### config.mk
export PLATFORM = sky130hd
export DESIGN_NAME = timer_share_arbiter
export DESIGN_NICKNAME = d
export VERILOG_FILES = /design/src/rtl/timer_share_arbiter.sv
export SDC_FILE = /design/constraint.sdc
export NUM_CORES = 1
export LEC_CHECK = 0
export CORE_MARGIN = 4
export CORE_UTILIZATION = 30
export DETAILED_ROUTE_END_ITERATION = 16
export HOLD_SLACK_MARGIN = 0.15
export PLACE_DENSITY_LB_ADDON = 0.25
export SETUP_SLACK_MARGIN = 0.2
export SLEW_MARGIN = 25
export SYNTH_ARGS = -nofsm -noshare
export SYNTH_HDL_FRONTEND = slang
export SYNTH_SLANG_ARGS = --single-unit
### constraint.sdc
create_clock -name clk -period 4.5 [get_ports clk]
set_input_delay 1.35 -clock clk [delete_from_list [all_inputs] [get_ports clk]]
set_output_delay 1.35 -clock clk [all_outputs]
set_load 0.01 [all_outputs]
### src/rtl/timer_share_arbiter.sv
// Round-robin share of one n-bit delay counter; grant one edge after request, done V cycles later.
// Requests arriving while the counter is owned simply wait; an owner dropping req aborts its delay.
module timer_share_arbiter #(
  parameter int N_REQ = 4,
  parameter int n     = 16
) (
  input  logic               clk,
  input  logic               reset_n,
  input  logic [N_REQ-1:0]   req,
  input  logic [N_REQ*n-1:0] delay_value,
  output logic [N_REQ-1:0]   grant,
  output logic [N_REQ-1:0]   done,
  output logic               busy,
  output logic [n-1:0]       count
);

  localparam int IW = (N_REQ > 1) ? $clog2(N_REQ) : 1;

  typedef enum logic {IDLE, RUN} state_t;

  state_t           r_state, w_state_nxt;
  logic [IW-1:0]    r_idx, w_idx_nxt;
  logic [IW-1:0]    r_rr_ptr, w_rr_ptr_nxt;
  logic [n-1:0]     r_delay, w_delay_nxt;
  logic [n-1:0]     r_count, w_count_nxt;
  logic [N_REQ-1:0] r_grant, w_grant_nxt;
  logic [N_REQ-1:0] w_done;
  logic [IW-1:0]    w_cand;
  logic [IW-1:0]    w_pick;
  logic             w_found;
  logic             w_expired;

  // First requester at or after the round-robin pointer, wrapping modulo N_REQ.
  always_comb begin
    w_found = 1'b0;
    w_pick  = '0;
    w_cand  = '0;
    for (int k = 0; k < N_REQ; k++) begin
      w_cand = IW'((int'(r_rr_ptr) + k) % N_REQ);
      if (!w_found && req[w_cand]) begin
        w_found = 1'b1;
        w_pick  = w_cand;
      end
    end
  end

  assign w_expired = (r_count == r_delay);

  always_comb begin
    w_done = '0;
    if (r_state == RUN && w_expired) begin
      w_done = r_grant;
    end
  end

  always_comb begin
    w_state_nxt  = r_state;
    w_idx_nxt    = r_idx;
    w_rr_ptr_nxt = r_rr_ptr;
    w_delay_nxt  = r_delay;
    w_count_nxt  = r_count;
    w_grant_nxt  = r_grant;
    case (r_state)
      IDLE: begin
        if (w_found) begin
          w_state_nxt          = RUN;
          w_idx_nxt            = w_pick;
          w_delay_nxt          = delay_value[int'(w_pick)*n +: n];
          w_count_nxt          = '0;
          w_grant_nxt          = '0;
          w_grant_nxt[w_pick]  = 1'b1;
          w_rr_ptr_nxt         = IW'((int'(w_pick) + 1) % N_REQ);
        end
      end
      RUN: begin
        // Completion wins over a simultaneous req drop: both release identically.
        if (w_expired || !req[r_idx]) begin
          w_state_nxt = IDLE;
          w_count_nxt = '0;
          w_grant_nxt = '0;
        end else begin
          w_count_nxt = r_count + 1'b1;
        end
      end
      default: begin
        w_state_nxt = IDLE;
        w_count_nxt = '0;
        w_grant_nxt = '0;
      end
    endcase
  end

  always_ff @(posedge clk or negedge reset_n) begin
    if (!reset_n) begin
      r_state  <= IDLE;
      r_idx    <= '0;
      r_rr_ptr <= '0;
      r_delay  <= '0;
      r_count  <= '0;
      r_grant  <= '0;
    end else begin
      r_state  <= w_state_nxt;
      r_idx    <= w_idx_nxt;
      r_rr_ptr <= w_rr_ptr_nxt;
      r_delay  <= w_delay_nxt;
      r_count  <= w_count_nxt;
      r_grant  <= w_grant_nxt;
    end
  end

  assign grant = r_grant;
  assign done  = w_done;
  assign busy  = (r_state == RUN);
  assign count = r_count;

endmodule

Word level (Yosys, flattened, before mapping)
Index checks and enable logic that the tools add are counted.
{ "totals": {"mem_bits_ro": 0, "input_bits": 70, "ff_bits": 41, "mem_count": 0, "latch_bits": 0, "mem_bits_rw": 0} }
{ "op_classes": {"bitwise_logic": 1, "n_lt_le_gt_ge": 7, "n_shift": 1, "mul": 0, "add_sub_neg": 5, "muxes": 30, "div_mod_pow": 0, "reduce_logical": 12, "eq_ne": 3} }
{ "op_table": {"columns": ["cell", "n"], "rows": [
  ["64-bit by 7-bit variable part select with 16-bit output", 1],
  ["16-bit two-way mux", 2],
  ["16-bit one-hot mux with 2 select lines", 1],
  ["2-bit by 3-bit < comparator with 1-bit output, second input constant", 6],
  ["16-bit by 1-bit adder with 16-bit output, second input constant", 1],
  ["16-bit == test", 1],
  ["1-bit two-way mux", 12],
  ["4-bit two-way mux", 3],
  ["1-bit binary-select mux with 2-bit select", 5],
  ["2-bit two-way mux", 4],
  ["4-bit one-hot mux with 2 select lines", 1],
  ["1-bit logical AND", 5],
  ["2-bit by 1-bit adder with 2-bit output, second input constant", 2],
  ["2-bit adder, second input constant", 2],
  ["1-bit logical NOT", 4],
  ["2-bit AND reduction", 2],
  ["1-bit demux with 2-bit select", 1],
  ["2-bit by 1-bit >= comparator with 1-bit output, second input constant", 1],
  ["2-bit by 1-bit inequality test with 1-bit output, second input constant", 1],
  ["2-bit inequality test, second input constant", 1],
  ["1-bit one-hot mux with 2 select lines", 1],
  ["1-bit logical OR", 1],
  ["1-bit NOT", 1]
]} }

Longest topological paths before layout
{ "depth": {"depth_word": 18, "ltp_mapped": 7} }

Worst setup path after synthesis
Ideal clock, no wire load.
{ "synth_path": {"kind": "flip-flop to output port", "from": "register r_count[8] (netlist: count[8])", "to": "output port done[2]", "setup_slack_ns": 1.491, "arrival_ns": 1.659, "path_stages_with_launch": 7, "path_cell_list": "dfrtp_1 buf_6 xor2_1 nor4_2 nand4_2 clkbuf_1 nor3_1"} }
{ "synth_between": {"elab_chain_cells": 3} }
{ "synth_lines": {"columns": ["item", "line_no", "rtl"], "rows": [
  ["start: declaration", "25", "logic [n-1:0] r_count, w_count_nxt;"],
  ["start signal: assignment", "106", "r_count <= w_count_nxt;"],
  ["16-bit == test", "47", "assign w_expired = (r_count == r_delay);"],
  ["1-bit logical AND", "51", "if (r_state == RUN && w_expired) begin"],
  ["4-bit two-way mux", "51", null],
  ["end: declaration", "12", "output logic [N_REQ-1:0] done,"]
]} }
No other way between the ends.

Worst setup path after layout
{ "layout_path": {"from": "register r_count[12] (netlist: count[12])", "to": "output port done[0]"} }
Same word-level chain as after synthesis.

==> impl_metrics.csv <==
group,metric,value,unit
run_status,status,"completed",
synthesis,ys_async_sr_fraction,1.000,
global_route,grt_overflow_total,0,
setup_path,arrival,2.57,ns
setup_path,critPathMaxFanout,25,
drt,final_antenna_net_count,0,
global_route,grt_pass1_vias,2419,
synthesis,synth_edf_count,0,
sta,final_max_slew_viol_count,0,
min_path,whs_path_depth,2,
clocking,clockBufferDepth,2,
die,io_pins,95,
clocking,cts_tree,"built",
synthesis,avgSynthCellArea,9.907,µm²
sta,relSlewSlack,0.3948,
clocking,cts_setup_buffers,0,
setup_path,r2r_cells,5,
sta,timing.fmax,0.2550,GHz
flow_run,cap_viol_max_count,0,
sta,worst_pin_slew,0.9078,ns
drt,vias,2443,
final_layout,syn2layout_area_growth,38.97,%
final_layout,antenna_cells,0,
final_layout,drive_gt1_frac,0.05949,
final_layout,nNetsFinal,423,
clocking,cts.repair.resized,0,
placed_design,dpl_cell_area,3618,µm²
setup_path,cp.required,3.15,ns
sta,final.setup.tns,0,ns
power,p_leak,1.567,nW
clocking,clockRootBuffer,"clkbuf_8",
clocking,numCtsBuffers,5,
clocking,clkTransAtPathRegs,0.08,ns
drt,routed_wl,7529,µm
clocking,insertion_delay,0.30,ns
placed_design,gp_congestion,0.7648,
synthesis,synth_area,2665,µm²
drt,detail_route.first_pass.iterations,4,
synthesis,synth_top_area_cell,"dfrtp_1",
final_layout,fill_cells,884,
sta,fin_crit,3.922,ns
setup_path,path_class,"flop to primary output",
synthesis,ys_seq_area_frac,0.3850,
die,die_w,102.3,µm
synthesis,synth_cells,269,
global_route,grt_max_degree,42,
setup_path,critPathCaptureType,"primary output",
die,core,8678,µm²
clocking,clock-sinks,41,
synthesis,synth_seq_cells,41,
min_path,hold_class,"flop to flop",
synthesis,synth_top_area_share,0.3850,
drt,routedWlPerCell,16.33,µm
global_route,grt_pass1_wl,12060,µm
final_layout,final_common_cell,"clkdlybuf4s50_1",
die,initial_core_util,0.3071,
drt,drc,0,
setup_path,cp-start-kind,"flop",
synthesis,synth_top_flop_cell,"dfrtp_1",
synthesis,ys_top_cells_by_area,"dfrtp_1, mux2i_1, o221ai_1",
power,p_per_area,435.5,nW/µm²
placed_design,hpwl,5567,µm
clocking,cts_hold_buf,0,
drt,drtIter0Drc,98,
synthesis,yosys_warnings,0,
sta,finalHoldViolCount,0,
die,fp.dieH,102.3,µm
sta,fin_crit_sh,0.8716,
placed_design,io_buffers,94,
global_route,antenna_found_initial,0,
clocking,h-tree-depth,2,
die,die_area,10460,µm²
final_layout,layout_common_cells,"clkdlybuf4s50_1, dfrtp_1, mux2i_1",
synthesis,ys_types,48,
final_layout,finalInstanceArea,3704,µm²
global_route,grt_use_total,0.1463,
power,ir_drop,0.0001369,V
drt,avgViaCountPerCell,5.299,
sta,rsz0062_at_grt,"false",
synthesis,synthesis.nets,340,
sta,setup_viol,0,
sta,finClkSkew,0.005457,ns
die,placementRows,34,
==> critical path, stage by stage, from the launching register on <==
cell,delay [ns]
dfrtp_1,0.48
xor2_1,0.18
nor4_1,0.41
nand4_2,0.13
buf_4,0.24
nor2_1,0.16
and2_1,0.14
clkdlybuf4s50_1,0.53
==> path summary, 6_finish.rpt <==
check,start,slack (ns),endpoint
max,count[12],0.58,done[0]
max in group asynchronous,reset_n,3.09,r_delay[8]
min reg2reg,r_idx[1],0.51,r_idx[1]
min,r_idx[1],0.51,r_idx[1]
min in group asynchronous,reset_n,1.04,grant[3]
max reg2reg,r_rr_ptr[0],2.35,r_delay[2]
==> cell families (layout without fill, tap and decap cells) <==
logic type	Yosys count	count (layout)	synth area share
xor gates and xnor gates	17	17	0.05587
muxes	38	38	0.1474
DFF	41	41	0.3850
and+or+nand+nor	87	87	0.1761
AOI/OAI and AO/OA	58	58	0.1709
adders and majority gates	1	1	0.004694
buffers and inverters	27	111	0.06010
==> power by group <==
group | switching, mW | internal, mW | total [mW]
Clock | 0.134 | 0.108 | 0.241
Combinational | 0.397 | 0.377 | 0.774
Sequential | 0.113 | 0.485 | 0.598
==> area by class of cell <==
cell class                      count  area [µm²]  share of cell area
Multi-Input combinational cell    201        1480              0.3997
Sequential cell                    41        1026              0.2770
Timing Repair Buffer               96       953.4              0.2574
Tap cell                          108       135.1             0.03649
Clock buffer                        6       72.57             0.01959
Inverter                            7       26.28            0.007095
Clock inverter                      2       10.01            0.002703
==> cell usage after synthesis (all sizes together) (5+ instances only) <==
cell type   n
nand2      32
nand4       8
a21oi       6
o221ai     16
mux2i      37
nand3      11
a31oi       7
nor4        6
buf        15
xor2       16
and2        6
nor2        9
clkbuf      5
inv         7
dfrtp      41
==> per-stage QoR <==
step / power (mW) / hold WS [ns] / instances / setup slack (ns) / utilization
after floorplan: 1.167 / 0.4547 / 269 / 1.491 / -
after global placement: 1.372 / 0.4862 / 453 / 0.8822 / 0.4170
after detailed placement: 1.389 / 0.4961 / 453 / 0.8107 / 0.4170
after CTS: 1.635 / 0.5175 / 461 / 0.5257 / 0.4265
after global routing: 1.744 / 0.5502 / 461 / 0.3959 / 0.4268
final: 1.613 / 0.5080 / 461 / 0.5780 / 0.4268
==> registers in the layout, summed over array words and instances (netlist names) <==
| name | count |
|---|---|
| grant | 4 |
| r_delay | 16 |
| r_idx | 2 |
| count | 16 |
| r_rr_ptr | 2 |
| busy | 1 |
==> per-layer routing <==
metal	routed length, µm	track usage
met1	3274	0.2005
met2	3608	0.2224
met5	0	0
met4	63	0.04844
met3	583	0.04096
Power figures use the tool's default switching activity.
